### src/rtl/gpio_dig_pkg.sv
// Constants shared by the RX and TX digital-GPIO blocks: default delay-line
// geometry, sample width and the level the pin pipeline resets to.
package gpio_dig_pkg;

  localparam int   MAX_DELAY_DEF = 15;
  localparam int   DLY_W_DEF     = 4;
  localparam int   SAMPLE_W      = 16;
  localparam logic DL_RST_LEVEL  = 1'b0;

  typedef struct packed {
    logic [SAMPLE_W-1:0] i;
    logic [SAMPLE_W-1:0] q;
  } iq_sample_t;

endpackage

### src/rtl/dig_sync_delay.sv
// One GPIO pin: 2-flop synchronizer, programmable delay line and tap mux.
// Optional sticky accumulator enabled by RX_CHAIN_DIG_STICKY_EN.
module dig_sync_delay
  import gpio_dig_pkg::*;
#(
  parameter int MAX_DELAY = MAX_DELAY_DEF,
  parameter int DLY_W     = DLY_W_DEF
) (
  input  logic             clock,
  input  logic             reset,
`ifdef RX_CHAIN_DIG_STICKY_EN
  input  logic             enable,
  input  logic             strobe,
`endif
  input  logic [DLY_W-1:0] dig_delay,
  input  logic             pin,
  output logic             bit_out
);

  logic             s1_reg;
  logic             s2_reg;
  logic             dl_reg [MAX_DELAY];
  logic [DLY_W-1:0] dly_sat;
  logic             tap;

  always_ff @(posedge clock or negedge reset) begin
    if (!reset) begin
      s1_reg <= DL_RST_LEVEL;
      s2_reg <= DL_RST_LEVEL;
    end else begin
      s1_reg <= pin;
      s2_reg <= s1_reg;
    end
  end

  generate
    for (genvar gi = 0; gi < MAX_DELAY; gi++) begin : g_dl
      always_ff @(posedge clock or negedge reset) begin
        if (!reset) begin
          dl_reg[gi] <= DL_RST_LEVEL;
        end else if (gi == 0) begin
          dl_reg[gi] <= s2_reg;
        end else begin
          dl_reg[gi] <= dl_reg[(gi == 0) ? 0 : gi-1];
        end
      end
    end
  endgenerate

  // Out-of-range delays clamp to the deepest tap instead of wrapping.
  always_comb begin
    dly_sat = (dig_delay > DLY_W'(MAX_DELAY)) ? DLY_W'(MAX_DELAY) : dig_delay;
    tap     = s2_reg;
    for (int k = 0; k < MAX_DELAY; k++) begin
      if (dly_sat == DLY_W'(k + 1)) begin
        tap = dl_reg[k];
      end
    end
  end

`ifdef RX_CHAIN_DIG_STICKY_EN
  logic acc_reg;

  // Remembers any high tap since the last capture; the capture edge consumes it.
  always_ff @(posedge clock or negedge reset) begin
    if (!reset) begin
      acc_reg <= 1'b0;
    end else if (!enable || strobe) begin
      acc_reg <= 1'b0;
    end else if (tap) begin
      acc_reg <= 1'b1;
    end
  end

  assign bit_out = tap | acc_reg;
`else
  assign bit_out = tap;
`endif

endmodule

### src/rtl/rx_chain_dig.sv
// Merges two delay-compensated GPIO pins into bit 0 of the decimated I/Q stream.
// Build option: RX_CHAIN_DIG_STICKY_EN (pin reported high if seen since last sample).
module rx_chain_dig
  import gpio_dig_pkg::*;
#(
  parameter int MAX_DELAY = MAX_DELAY_DEF,
  parameter int DLY_W     = DLY_W_DEF
) (
  input  logic                clock,
  input  logic                reset,
  input  logic                enable,
  input  logic [DLY_W-1:0]    dig_delay,
  input  logic                strobe_in,
  input  logic [SAMPLE_W-1:0] i_in,
  input  logic [SAMPLE_W-1:0] q_in,
  input  logic                i_in_dig,
  input  logic                q_in_dig,
  output logic [SAMPLE_W-1:0] i_out,
  output logic [SAMPLE_W-1:0] q_out,
  output logic                strobe_out
);

  logic [1:0]          pin_vec;
  logic [1:0]          bit_vec;
  logic [SAMPLE_W-1:0] i_next;
  logic [SAMPLE_W-1:0] q_next;
  logic [SAMPLE_W-1:0] i_reg;
  logic [SAMPLE_W-1:0] q_reg;
  logic                strobe_reg;

  // Index 0 carries the I pin, index 1 the Q pin.
  assign pin_vec = {q_in_dig, i_in_dig};

  generate
    for (genvar gi = 0; gi < 2; gi++) begin : g_ch
      dig_sync_delay #(
        .MAX_DELAY (MAX_DELAY),
        .DLY_W     (DLY_W)
      ) u_sync_delay (
        .clock     (clock),
        .reset     (reset),
`ifdef RX_CHAIN_DIG_STICKY_EN
        .enable    (enable),
        .strobe    (strobe_in),
`endif
        .dig_delay (dig_delay),
        .pin       (pin_vec[gi]),
        .bit_out   (bit_vec[gi])
      );
    end
  endgenerate

  always_comb begin
    i_next = i_in;
    q_next = q_in;
    if (enable) begin
      i_next = {i_in[SAMPLE_W-1:1], bit_vec[0]};
      q_next = {q_in[SAMPLE_W-1:1], bit_vec[1]};
    end
  end

  always_ff @(posedge clock or negedge reset) begin
    if (!reset) begin
      i_reg      <= '0;
      q_reg      <= '0;
      strobe_reg <= 1'b0;
    end else begin
      strobe_reg <= strobe_in;
      if (strobe_in) begin
        i_reg <= i_next;
        q_reg <= q_next;
      end
    end
  end

  assign i_out      = i_reg;
  assign q_out      = q_reg;
  assign strobe_out = strobe_reg;

endmodule
### config.mk
export PLATFORM = sky130hd
export DESIGN_NAME = rx_chain_dig
export DESIGN_NICKNAME = d
export VERILOG_FILES = /design/src/rtl/gpio_dig_pkg.sv /design/src/rtl/dig_sync_delay.sv /design/src/rtl/rx_chain_dig.sv
export SDC_FILE = /design/constraint.sdc
export NUM_CORES = 1
export LEC_CHECK = 0
export ABC_CLOCK_PERIOD_IN_PS = 3700
export BUFFER_PORTS_ARGS = -buffer_cell sky130_fd_sc_hd__buf_2
export CAP_MARGIN = 40
export CORE_AREA = 2 2 71 73
export CTS_BUF_LIST = sky130_fd_sc_hd__clkbuf_8
export CTS_CLUSTER_DIAMETER = 60
export DETAILED_ROUTE_END_ITERATION = 6
export DIE_AREA = 0 0 73 75
export PLACE_DENSITY = 0.84
export SYNTH_ARGS = -nofsm -noshare
export SYNTH_HDL_FRONTEND = slang
export SYNTH_SLANG_ARGS = --single-unit
export TNS_END_PERCENT = 100
### constraint.sdc
create_clock -name clock -period 3.7 [get_ports clock]
set_input_delay 0.74 -clock clock [delete_from_list [all_inputs] [get_ports clock]]
set_output_delay 0.74 -clock clock [all_outputs]
set_load 0.02 [all_outputs]
==> impl_results.html, run 1 <==
<table>
<tr><th>Metric</th><th>Value</th></tr>
<tr><th colspan="2">Status</th></tr>
<tr><td>Status</td><td>complete, no violations</td></tr>
<tr><th colspan="2">Critical path</th></tr>
<tr><td>Data required time at the worst endpoint</td><td>a little under 4 ns</td></tr>
<tr><td>Most Frequent Cell on Critical Path</td><td>sky130_fd_sc_hd__o211ai_1</td></tr>
<tr><td>R2R setup slack</td><td>approximately 2.4 ns</td></tr>
<tr><td>List of cells traversed by the critical path</td><td>buf_2 -&gt; mux2_2 -&gt; o211ai_1 -&gt; a31oi_1 -&gt; o211ai_1 -&gt; nand3_1</td></tr>
<tr><td>Worst-path fanout max</td><td>32</td></tr>
<tr><td>Standard cell with the maximum stage delay on the critical path</td><td>sky130_fd_sc_hd__buf_2</td></tr>
<tr><td>Worst reg2reg endpoint</td><td>i_out[0]</td></tr>
<tr><td>Slowest Stage Delay on Critical Path</td><td>~0.43 ns</td></tr>
<tr><td>Launching instance or port of the critical path</td><td>dig_delay[1]</td></tr>
<tr><td>Critical Path Start Type</td><td>primary input</td></tr>
<tr><td>Worst path top cell family by delay</td><td>compound AO/OA/AOI/OAI gates</td></tr>
<tr><td>Cell count of the worst reg-to-reg path</td><td>5</td></tr>
<tr><td>Critical Path End</td><td>i_out[0]</td></tr>
<tr><td>Worst path bufs/invs</td><td>1</td></tr>
<tr><td>R2r startpoint</td><td>g_ch[0].u_sync_delay.dl_reg[2]</td></tr>
<tr><td>Type of element capturing the critical path</td><td>flip-flop</td></tr>
<tr><td>CP Depth</td><td>6</td></tr>
<tr><td>Arrival time at the worst endpoint</td><td>about 2.1 ns</td></tr>
<tr><td>Class of the most critical setup path</td><td>primary input to flip-flop</td></tr>
<tr><th colspan="2">Detailed routing</th></tr>
<tr><td>Met2 wire length</td><td>approximately 2200 um</td></tr>
<tr><td>M1 wire length</td><td>1940 um</td></tr>
<tr><td>Total via count after detailed routing</td><td>1701</td></tr>
<tr><td>Total DRC errors in the routed layout</td><td>0</td></tr>
<tr><td>Top metal layer carrying routed signals</td><td>met4</td></tr>
<tr><td>DRT antenna net count</td><td>0</td></tr>
<tr><td>Met3 Wirelength</td><td>307 um</td></tr>
<tr><td>DR pass1 iterations</td><td>4</td></tr>
<tr><td>Final routed wirelength across all metal layers</td><td>4530 um</td></tr>
<tr><td>Drt initial violations</td><td>~120</td></tr>
<tr><td>Via density per instance</td><td>about 5.3</td></tr>
<tr><td>Mean routed wirelength per cell</td><td>~14 um</td></tr>
<tr><th colspan="2">Clocking</th></tr>
<tr><td>CTS HTree Levels</td><td>3</td></tr>
<tr><td>Skew-Pair Late Insertion Delay</td><td>~0.33 ns</td></tr>
<tr><td>Post-CTS Setup Inserts</td><td>0</td></tr>
<tr><td>Max clock buf depth</td><td>2</td></tr>
<tr><td>Number of clock buffers inserted by TritonCTS</td><td>9</td></tr>
<tr><td>Root buffer cell</td><td>sky130_fd_sc_hd__clkbuf_8</td></tr>
<tr><td>Post-cts gate resize count</td><td>0</td></tr>
<tr><td>Clock tree from TritonCTS</td><td>done</td></tr>
<tr><td>Clock slew at the register clock pins of the worst setup and hold paths</td><td>about 0.070 ns</td></tr>
<tr><td>Sinks on Clock Net</td><td>67</td></tr>
<tr><td>Hold-fix buffers at CTS</td><td>0</td></tr>
<tr><th colspan="2">Floorplanning</th></tr>
<tr><td>Die X</td><td>73 um</td></tr>
<tr><td>Initial core utilization</td><td>about 56%</td></tr>
<tr><td>Number of top-level design ports</td><td>75</td></tr>
<tr><td>Height of the die</td><td>between 70 and 80 um</td></tr>
<tr><td>Overall die area</td><td>~5500 um^2</td></tr>
<tr><td>Core region area</td><td>about 4700 um^2</td></tr>
<tr><td># rows</td><td>25</td></tr>
<tr><th colspan="2">Yosys</th></tr>
<tr><td>Dominant synthesized flop cell</td><td>sky130_fd_sc_hd__dfrtp_1</td></tr>
<tr><td>Synth warn</td><td>0</td></tr>
<tr><td>Post-synthesis instance area</td><td>between 2000 and 3000 um^2</td></tr>
<tr><td>Cells after synthesis</td><td>about 190</td></tr>
<tr><td>Mean Syn Cell Area</td><td>13.9 um^2</td></tr>
<tr><td>Count of state elements after synthesis</td><td>67</td></tr>
<tr><td>Post-synthesis net count</td><td>roughly 230</td></tr>
<tr><td>Post-synth ARST share</td><td>100%</td></tr>
<tr><td>Synth area leader</td><td>sky130_fd_sc_hd__dfrtp_1</td></tr>
<tr><td>Number of flops mapped to enable cells by yosys</td><td>0</td></tr>
<tr><td>Number of distinct standard cells referenced by the synthesized netlist</td><td>34</td></tr>
<tr><td>Sequential area share after synthesis</td><td>between 60 and 70%</td></tr>
<tr><td>Share of the synthesized area in the top cell type</td><td>about two thirds</td></tr>
<tr><td>Top post-synthesis cells by area</td><td>sky130_fd_sc_hd__dfrtp_1 (65%), sky130_fd_sc_hd__mux2_2 (14%), sky130_fd_sc_hd__o21ai_0 (1.7%)</td></tr>
<tr><th colspan="2">STA</th></tr>
<tr><td>Number of hold violations in the final report</td><td>0</td></tr>
<tr><td>Setup TNS after final layout</td><td>0 ns</td></tr>
<tr><td>Tmin final</td><td>~1.9 ns</td></tr>
<tr><td>Fmax achieved</td><td>526 MHz</td></tr>
<tr><td>Setup ws final</td><td>between 1.5 and 2 ns</td></tr>
<tr><td>RSZ-0062 raised after global routing</td><td>no</td></tr>
<tr><td>Slew Viols, Final</td><td>0</td></tr>
<tr><td>Slew at the pin closest to its max-slew limit</td><td>~0.76 ns</td></tr>
<tr><td>Period utilisation layout</td><td>between 50% and 60%</td></tr>
<tr><td>Final Setup Violations</td><td>0</td></tr>
<tr><td>Final Skew</td><td>about 0.010 ns</td></tr>
<tr><td>Final hold slack</td><td>about 0.35 ns</td></tr>
<tr><td>Slew margin rel.</td><td>slightly below 50%</td></tr>
<tr><th colspan="2">Final layout</th></tr>
<tr><td>Antenna diode count</td><td>0</td></tr>
<tr><td>Flip-flop count of the largest register after layout</td><td>30</td></tr>
<tr><td>Final net count</td><td>between 300 and 400</td></tr>
<tr><td>Number of fill cells</td><td>roughly 350</td></tr>
<tr><td>Layout cell share with drive strength beyond 1</td><td>45.3%</td></tr>
<tr><td>Area growth from synthesis to layout</td><td>21.6%</td></tr>
<tr><th colspan="2">Placed design</th></tr>
<tr><td>Count of port buffers added during placement</td><td>74</td></tr>
<tr><td>Routability cong.</td><td>about 0.85</td></tr>
<tr><td>Half-perimeter wire length after placement</td><td>approximately 3200 um</td></tr>
<tr><td>DP Worst Slack</td><td>1.46 ns</td></tr>
<tr><th colspan="2">Power</th></tr>
<tr><td>Peak supply drop</td><td>between 0.0003 and 0.0004 V</td></tr>
<tr><td>Power density over the cells</td><td>504 nW/um^2</td></tr>
<tr><td>Static leakage power</td><td>between 1 and 1.5 nW</td></tr>
<tr><th colspan="2">Global routing</th></tr>
<tr><td>GRT Residual Overflow</td><td>0</td></tr>
<tr><td>Total routing resource utilization after global routing</td><td>between 10% and 20%</td></tr>
<tr><td>Maximum number of pins on one net before global-route repair</td><td>47</td></tr>
<tr><td>Initial antenna violation count</td><td>0</td></tr>
<tr><td>Vias in the first global route</td><td>1624</td></tr>
<tr><td>First-pass GRT wire length</td><td>7320 um</td></tr>
<tr><th colspan="2">Job</th></tr>
<tr><td>Number of max-capacitance violations reported</td><td>0</td></tr>
<tr><th colspan="2">Worst hold path</th></tr>
<tr><td>Type of the tightest min-delay check</td><td>flip-flop to flip-flop</td></tr>
</table>
==> cell type report <==
| class | count | area, um^2 | share of cell area [%] |
|---|---|---|---|
| Sequential cell | 67 | 1680 | 53.2 |
| Clock inverter | 6 | 50.0 | 1.59 |
| Tap cell | 54 | 67.6 | 2.14 |
| Multi-Input combinational cell | 104 | 830 | 26.3 |
| Clock buffer | 10 | 138 | 4.37 |
| Timing Repair Buffer | 75 | 378 | 12.0 |
| Inverter | 3 | 11.3 | 0.357 |
==> cells in the final DEF, fill, tap and decap left out, drive strengths merged <==
cell type,n
nand2b,3
o2111ai,1
a311oi,1
nor2b,6
nand4bb,1
o211ai,5
a21oi,5
nor2,3
or3b,3
nand2,5
nand4b,1
nor3,2
o221ai,2
inv,7
mux2i,2
clkinv,1
a31oi,4
o21a,1
and3,1
clkbuf,10
o2bb2ai,1
o31ai,2
bufinv,1
dfrtp,67
nand4,3
xnor2,1
a311o,1
nand3,4
buf,75
o21ai,9
nand3b,1
mux2,33
a32o,1
a211oi,2
==> per-layer routing <==
metal | global-route usage (%) | up-vias
met4 | 11.5 | 0
met5 | 0 | -
li1 | - | 820
met1 | 23.8 | 809
met3 | 4.55 | 8
met2 | 26.5 | 64
==> worst min path at each step <==
stage / start / endpoint / slack, ns / cells past startpoint
after floorplan: g_ch[0].u_sync_delay.s1_reg / g_ch[0].u_sync_delay.s2_reg / 0.33 / 0
after global placement: g_ch[1].u_sync_delay.s1_reg / g_ch[1].u_sync_delay.s2_reg / 0.33 / 0
after detailed placement: g_ch[1].u_sync_delay.s1_reg / g_ch[1].u_sync_delay.s2_reg / 0.34 / 0
after CTS: g_ch[1].u_sync_delay.s1_reg / g_ch[1].u_sync_delay.s2_reg / 0.35 / 0
after global routing: g_ch[1].u_sync_delay.s1_reg / g_ch[1].u_sync_delay.s2_reg / 0.36 / 0
final: g_ch[1].u_sync_delay.s1_reg / g_ch[1].u_sync_delay.s2_reg / 0.35 / 0
==> stage by stage <==
step / util (%) / cell area [um^2] / power [mW] / std cells
global placement: 63.6 / 2960 / 1.04 / 303
global route: 67.6 / 3150 / 1.66 / 319
floorplan: - / 2590 / 0.959 / 186
finish: 67.6 / 3150 / 1.59 / 319
detailed placement: 63.6 / 2960 / 1.05 / 303
CTS: 67.6 / 3150 / 1.61 / 319
==> cell usage after synthesis, types with 2 or more instances <==
library cell and n:
sky130_fd_sc_hd__a31oi_1 4, sky130_fd_sc_hd__mux2_2 33, sky130_fd_sc_hd__buf_1 2, sky130_fd_sc_hd__nand2b_1 3
sky130_fd_sc_hd__or3b_1 3, sky130_fd_sc_hd__nand2_1 5, sky130_fd_sc_hd__o31ai_1 2, sky130_fd_sc_hd__dfrtp_1 67
sky130_fd_sc_hd__a211oi_1 2, sky130_fd_sc_hd__inv_1 3, sky130_fd_sc_hd__nor3_1 2, sky130_fd_sc_hd__nor2b_1 6
sky130_fd_sc_hd__o211ai_1 5, sky130_fd_sc_hd__a21oi_1 5, sky130_fd_sc_hd__mux2i_1 2, sky130_fd_sc_hd__o21ai_0 9
sky130_fd_sc_hd__buf_2 7, sky130_fd_sc_hd__o221ai_1 2, sky130_fd_sc_hd__buf_6 2, sky130_fd_sc_hd__nand4_1 3
sky130_fd_sc_hd__nand3_1 4, sky130_fd_sc_hd__nor2_1 3
==> cell families after synthesis <==
family | after synthesis | share of synthesized area (%)
AND/OR/NAND/NOR | 33 | 7.54
flip-flops | 67 | 64.7
buffers and inverters | 15 | 3.24
multiplexers | 35 | 15.1
AO/OA/AOI/OAI | 35 | 9.03
XOR/XNOR | 1 | 0.338
==> power breakdown <==
part | leakage (nW) | switching (mW) | total (mW) | internal (mW)
logic | 0.569 | 0.123 | 0.214 | 0.0908
registers | 0.782 | 0.0272 | 0.815 | 0.788
clock network | 0.111 | 0.241 | 0.560 | 0.319
No activity file was read; power rests on OpenSTA's default activity.
==> run 2, diff against run 1 <==
--- a/config.mk
+++ b/config.mk
@@ -5,15 +5,15 @@
 export SDC_FILE = /design/constraint.sdc
 export NUM_CORES = 1
 export LEC_CHECK = 0
-export ABC_CLOCK_PERIOD_IN_PS = 3700
+export ABC_CLOCK_PERIOD_IN_PS = 1700
 export BUFFER_PORTS_ARGS = -buffer_cell sky130_fd_sc_hd__buf_2
 export CAP_MARGIN = 40
-export CORE_AREA = 2 2 71 73
+export CORE_AREA = 2 2 77 79
 export CTS_BUF_LIST = sky130_fd_sc_hd__clkbuf_8
 export CTS_CLUSTER_DIAMETER = 60
 export DETAILED_ROUTE_END_ITERATION = 6
-export DIE_AREA = 0 0 73 75
-export PLACE_DENSITY = 0.84
+export DIE_AREA = 0 0 79 81
+export PLACE_DENSITY = 0.76
 export SYNTH_ARGS = -nofsm -noshare
 export SYNTH_HDL_FRONTEND = slang
 export SYNTH_SLANG_ARGS = --single-unit
==> constraint.sdc (replaced) <==
create_clock -name clock -period 1.7 [get_ports clock]
set_input_delay 0.34 -clock clock [delete_from_list [all_inputs] [get_ports clock]]
set_output_delay 0.34 -clock clock [all_outputs]
set_load 0.02 [all_outputs]
==> impl_results.html, run 2 (synthesis gave the netlist of run 1 again) <==
<table>
<tr><th>Metric</th><th>Value</th></tr>
<tr><th colspan="2">Critical path</th></tr>
<tr><td>R2R setup slack</td><td>about 0.3 ns</td></tr>
<tr><td>Worst-path fanout max</td><td>3</td></tr>
<tr><td>Standard cell with the maximum stage delay on the critical path</td><td>sky130_fd_sc_hd__dfrtp_1</td></tr>
<tr><td>Data required time at the worst endpoint</td><td>around 1.9 ns</td></tr>
<tr><td>Cell count of the worst reg-to-reg path</td><td>5</td></tr>
<tr><td>Critical Path End</td><td>i_out[0]</td></tr>
<tr><td>R2r startpoint</td><td>g_ch[0].u_sync_delay.dl_reg[2]</td></tr>
<tr><td>Arrival time at the worst endpoint</td><td>around 1.6 ns</td></tr>
<tr><td>Worst path top cell family by delay</td><td>simple AND/OR/NAND/NOR gates</td></tr>
<tr><td>Worst path bufs/invs</td><td>0</td></tr>
<tr><td>CP Depth</td><td>5</td></tr>
<tr><td>Worst reg2reg endpoint</td><td>i_out[0]</td></tr>
<tr><td>Type of element capturing the critical path</td><td>flip-flop</td></tr>
<tr><td>Class of the most critical setup path</td><td>flip-flop to flip-flop</td></tr>
<tr><td>Slowest Stage Delay on Critical Path</td><td>0.40 ns</td></tr>
<tr><td>Critical Path Start Type</td><td>flip-flop</td></tr>
<tr><td>Most Frequent Cell on Critical Path</td><td>sky130_fd_sc_hd__o211ai_1</td></tr>
<tr><td>Launching instance or port of the critical path</td><td>g_ch[0].u_sync_delay.dl_reg[2]</td></tr>
<tr><td>List of cells traversed by the critical path</td><td>or3b_1 -&gt; o211ai_1 -&gt; a31oi_1 -&gt; o211ai_1 -&gt; nand3_1</td></tr>
<tr><th colspan="2">Power</th></tr>
<tr><td>Total power after layout</td><td>roughly 3.5 mW</td></tr>
<tr><td>Peak supply drop</td><td>0.000511 V</td></tr>
<tr><td>Static leakage power</td><td>about 1.5 nW</td></tr>
<tr><td>Power density over the cells</td><td>between 1000 and 1500 nW/um^2</td></tr>
<tr><th colspan="2">Global routing</th></tr>
<tr><td>GRT Residual Overflow</td><td>0</td></tr>
<tr><td>Total routing resource utilization after global routing</td><td>15.8%</td></tr>
<tr><td>Initial antenna violation count</td><td>0</td></tr>
<tr><td>Vias in the first global route</td><td>1757</td></tr>
<tr><td>First-pass GRT wire length</td><td>7690 um</td></tr>
<tr><td>Maximum number of pins on one net before global-route repair</td><td>47</td></tr>
<tr><th colspan="2">Floorplanning</th></tr>
<tr><td>Number of top-level design ports</td><td>between 70 and 80</td></tr>
<tr><td>Height of the die</td><td>about 81 um</td></tr>
<tr><td># rows</td><td>28</td></tr>
<tr><td>Overall die area</td><td>around 6400 um^2</td></tr>
<tr><td>Initial core utilization</td><td>45.6%</td></tr>
<tr><td>Core region area</td><td>roughly 5700 um^2</td></tr>
<tr><td>Die X</td><td>~79 um</td></tr>
<tr><th colspan="2">STA</th></tr>
<tr><td>Fmax achieved</td><td>a little over 700 MHz</td></tr>
<tr><td>Slew margin rel.</td><td>between 70% and 80%</td></tr>
<tr><td>Final Skew</td><td>between 0.005 and 0.006 ns</td></tr>
<tr><td>Tmin final</td><td>1.40 ns</td></tr>
<tr><td>Period utilisation layout</td><td>about 82%</td></tr>
<tr><td>Slew Viols, Final</td><td>0</td></tr>
<tr><td>Setup ws final</td><td>around 0.3 ns</td></tr>
<tr><td>Final Setup Violations</td><td>0</td></tr>
<tr><td>Slew at the pin closest to its max-slew limit</td><td>approximately 0.30 ns</td></tr>
<tr><td>Number of hold violations in the final report</td><td>0</td></tr>
<tr><td>RSZ-0062 raised after global routing</td><td>no</td></tr>
<tr><td>Setup TNS after final layout</td><td>0 ns</td></tr>
<tr><th colspan="2">Worst hold path</th></tr>
<tr><td>Type of the tightest min-delay check</td><td>primary input to flip-flop</td></tr>
<tr><th colspan="2">Final layout</th></tr>
<tr><td>Final net count</td><td>310</td></tr>
<tr><td>Flip-flop count of the largest register after layout</td><td>30</td></tr>
<tr><td>Most common cell after layout, fill and taps aside</td><td>sky130_fd_sc_hd__buf_2</td></tr>
<tr><td>Area growth from synthesis to layout</td><td>26.5%</td></tr>
<tr><td>Most frequent cells in the layout</td><td>sky130_fd_sc_hd__buf_2 (74), sky130_fd_sc_hd__dfrtp_1 (67), sky130_fd_sc_hd__mux2_2 (33)</td></tr>
<tr><td>Layout cell share with drive strength beyond 1</td><td>approximately 47%</td></tr>
<tr><td>Final instance count without filler cells</td><td>~350</td></tr>
<tr><td>Antenna diode count</td><td>0</td></tr>
<tr><th colspan="2">Placed design</th></tr>
<tr><td>Routability cong.</td><td>0.822</td></tr>
<tr><td>DP Worst Slack</td><td>-0.0189 ns</td></tr>
<tr><td>Instance count after placement with tap cells included</td><td>about 330</td></tr>
<tr><td>Half-perimeter wire length after placement</td><td>around 3300 um</td></tr>
<tr><td>Count of port buffers added during placement</td><td>74</td></tr>
<tr><th colspan="2">Job</th></tr>
<tr><td>Number of max-capacitance violations reported</td><td>0</td></tr>
<tr><th colspan="2">Clocking</th></tr>
<tr><td>Number of clock buffers inserted by TritonCTS</td><td>9</td></tr>
<tr><td>CTS HTree Levels</td><td>3</td></tr>
<tr><td>Clock slew at the register clock pins of the worst setup and hold paths</td><td>0.06 ns</td></tr>
<tr><td>Sinks on Clock Net</td><td>67</td></tr>
<tr><td>Clock tree from TritonCTS</td><td>done</td></tr>
<tr><td>Max clock buf depth</td><td>2</td></tr>
<tr><td>Root buffer cell</td><td>sky130_fd_sc_hd__clkbuf_8</td></tr>
<tr><td>Skew-Pair Late Insertion Delay</td><td>approximately 0.32 ns</td></tr>
<tr><td>Post-cts gate resize count</td><td>0</td></tr>
<tr><th colspan="2">Detailed routing</th></tr>
<tr><td>Final routed wirelength across all metal layers</td><td>4620 um</td></tr>
<tr><td>Mean routed wirelength per cell</td><td>13.3 um</td></tr>
<tr><td>DRT antenna net count</td><td>0</td></tr>
<tr><td>Total via count after detailed routing</td><td>around 1.8k</td></tr>
<tr><td>Total DRC errors in the routed layout</td><td>0</td></tr>
<tr><td>Drt initial violations</td><td>96</td></tr>
<tr><td>DR pass1 iterations</td><td>5</td></tr>
<tr><td>Via density per instance</td><td>roughly 5.0</td></tr>
<tr><th colspan="2">Status</th></tr>
<tr><td>Status</td><td>complete, no violations</td></tr>
</table>
==> run 2: stage by stage <==
| step | hold slack [ns] | utilization, % | instance area [um^2] |
|---|---|---|---|
| floorplan | 0.0444 | - | 2590 |
| global placement | 0.327 | 54.3 | 3080 |
| detailed placement | 0.333 | 54.3 | 3080 |
| CTS | 0.0999 | 57.7 | 3280 |
| global route | 0.101 | 57.7 | 3280 |
| finish | 0.117 | 57.7 | 3280 |
==> run 2: per-layer routing <==
| metal | global-route usage (%) | up-vias | routed length [um] |
|---|---|---|---|
| met2 | 26.3 | 62 | 2190 |
| met1 | 19.3 | 845 | 2060 |
| met3 | 3.33 | 10 | 281 |
| met5 | 0 | - | 0 |
| met4 | 8.79 | 0 | 89 |
| li1 | - | 838 | - |
==> run 2: repair_timing <==
action                                  CTS  global route
hold buffers                              1             0
endpoints found under the hold margin    21             0
buffers inserted                          0             0
endpoints found under the setup margin    0             0
==> run 2: layout make-up <==
class | instances | area, um^2
Clock buffer | 10 | 138
Fill cell | 504 | 2400
Inverter | 3 | 11.3
Tap cell | 75 | 93.8
Clock inverter | 6 | 50.0
Timing Repair Buffer | 83 | 478
Multi-Input combinational cell | 104 | 830
Sequential cell | 67 | 1680
==> run 2: how the worst min path moves through the flow <==
stage / start / to / slack [ns] / cells past startpoint
floorplan: reset / g_ch[0].u_sync_delay.dl_reg[0] / 0.04 / 0
global placement: reset / g_ch[0].u_sync_delay.dl_reg[10] / 0.33 / 2
detailed placement: reset / g_ch[0].u_sync_delay.dl_reg[10] / 0.33 / 2
CTS: q_in_dig / g_ch[1].u_sync_delay.s1_reg / 0.1 / 1
global route: q_in_dig / g_ch[1].u_sync_delay.s1_reg / 0.10 / 1
finish: q_in_dig / g_ch[1].u_sync_delay.s1_reg / 0.12 / 1
==> run 2: where the power goes <==
| part | switching (mW) | leakage, nW | internal, mW |
|---|---|---|---|
| clock network | 0.523 | 0.111 | 0.694 |
| logic | 0.274 | 0.621 | 0.219 |
| registers | 0.0585 | 0.782 | 1.72 |
| total | 0.855 | 1.51 | 2.63 |
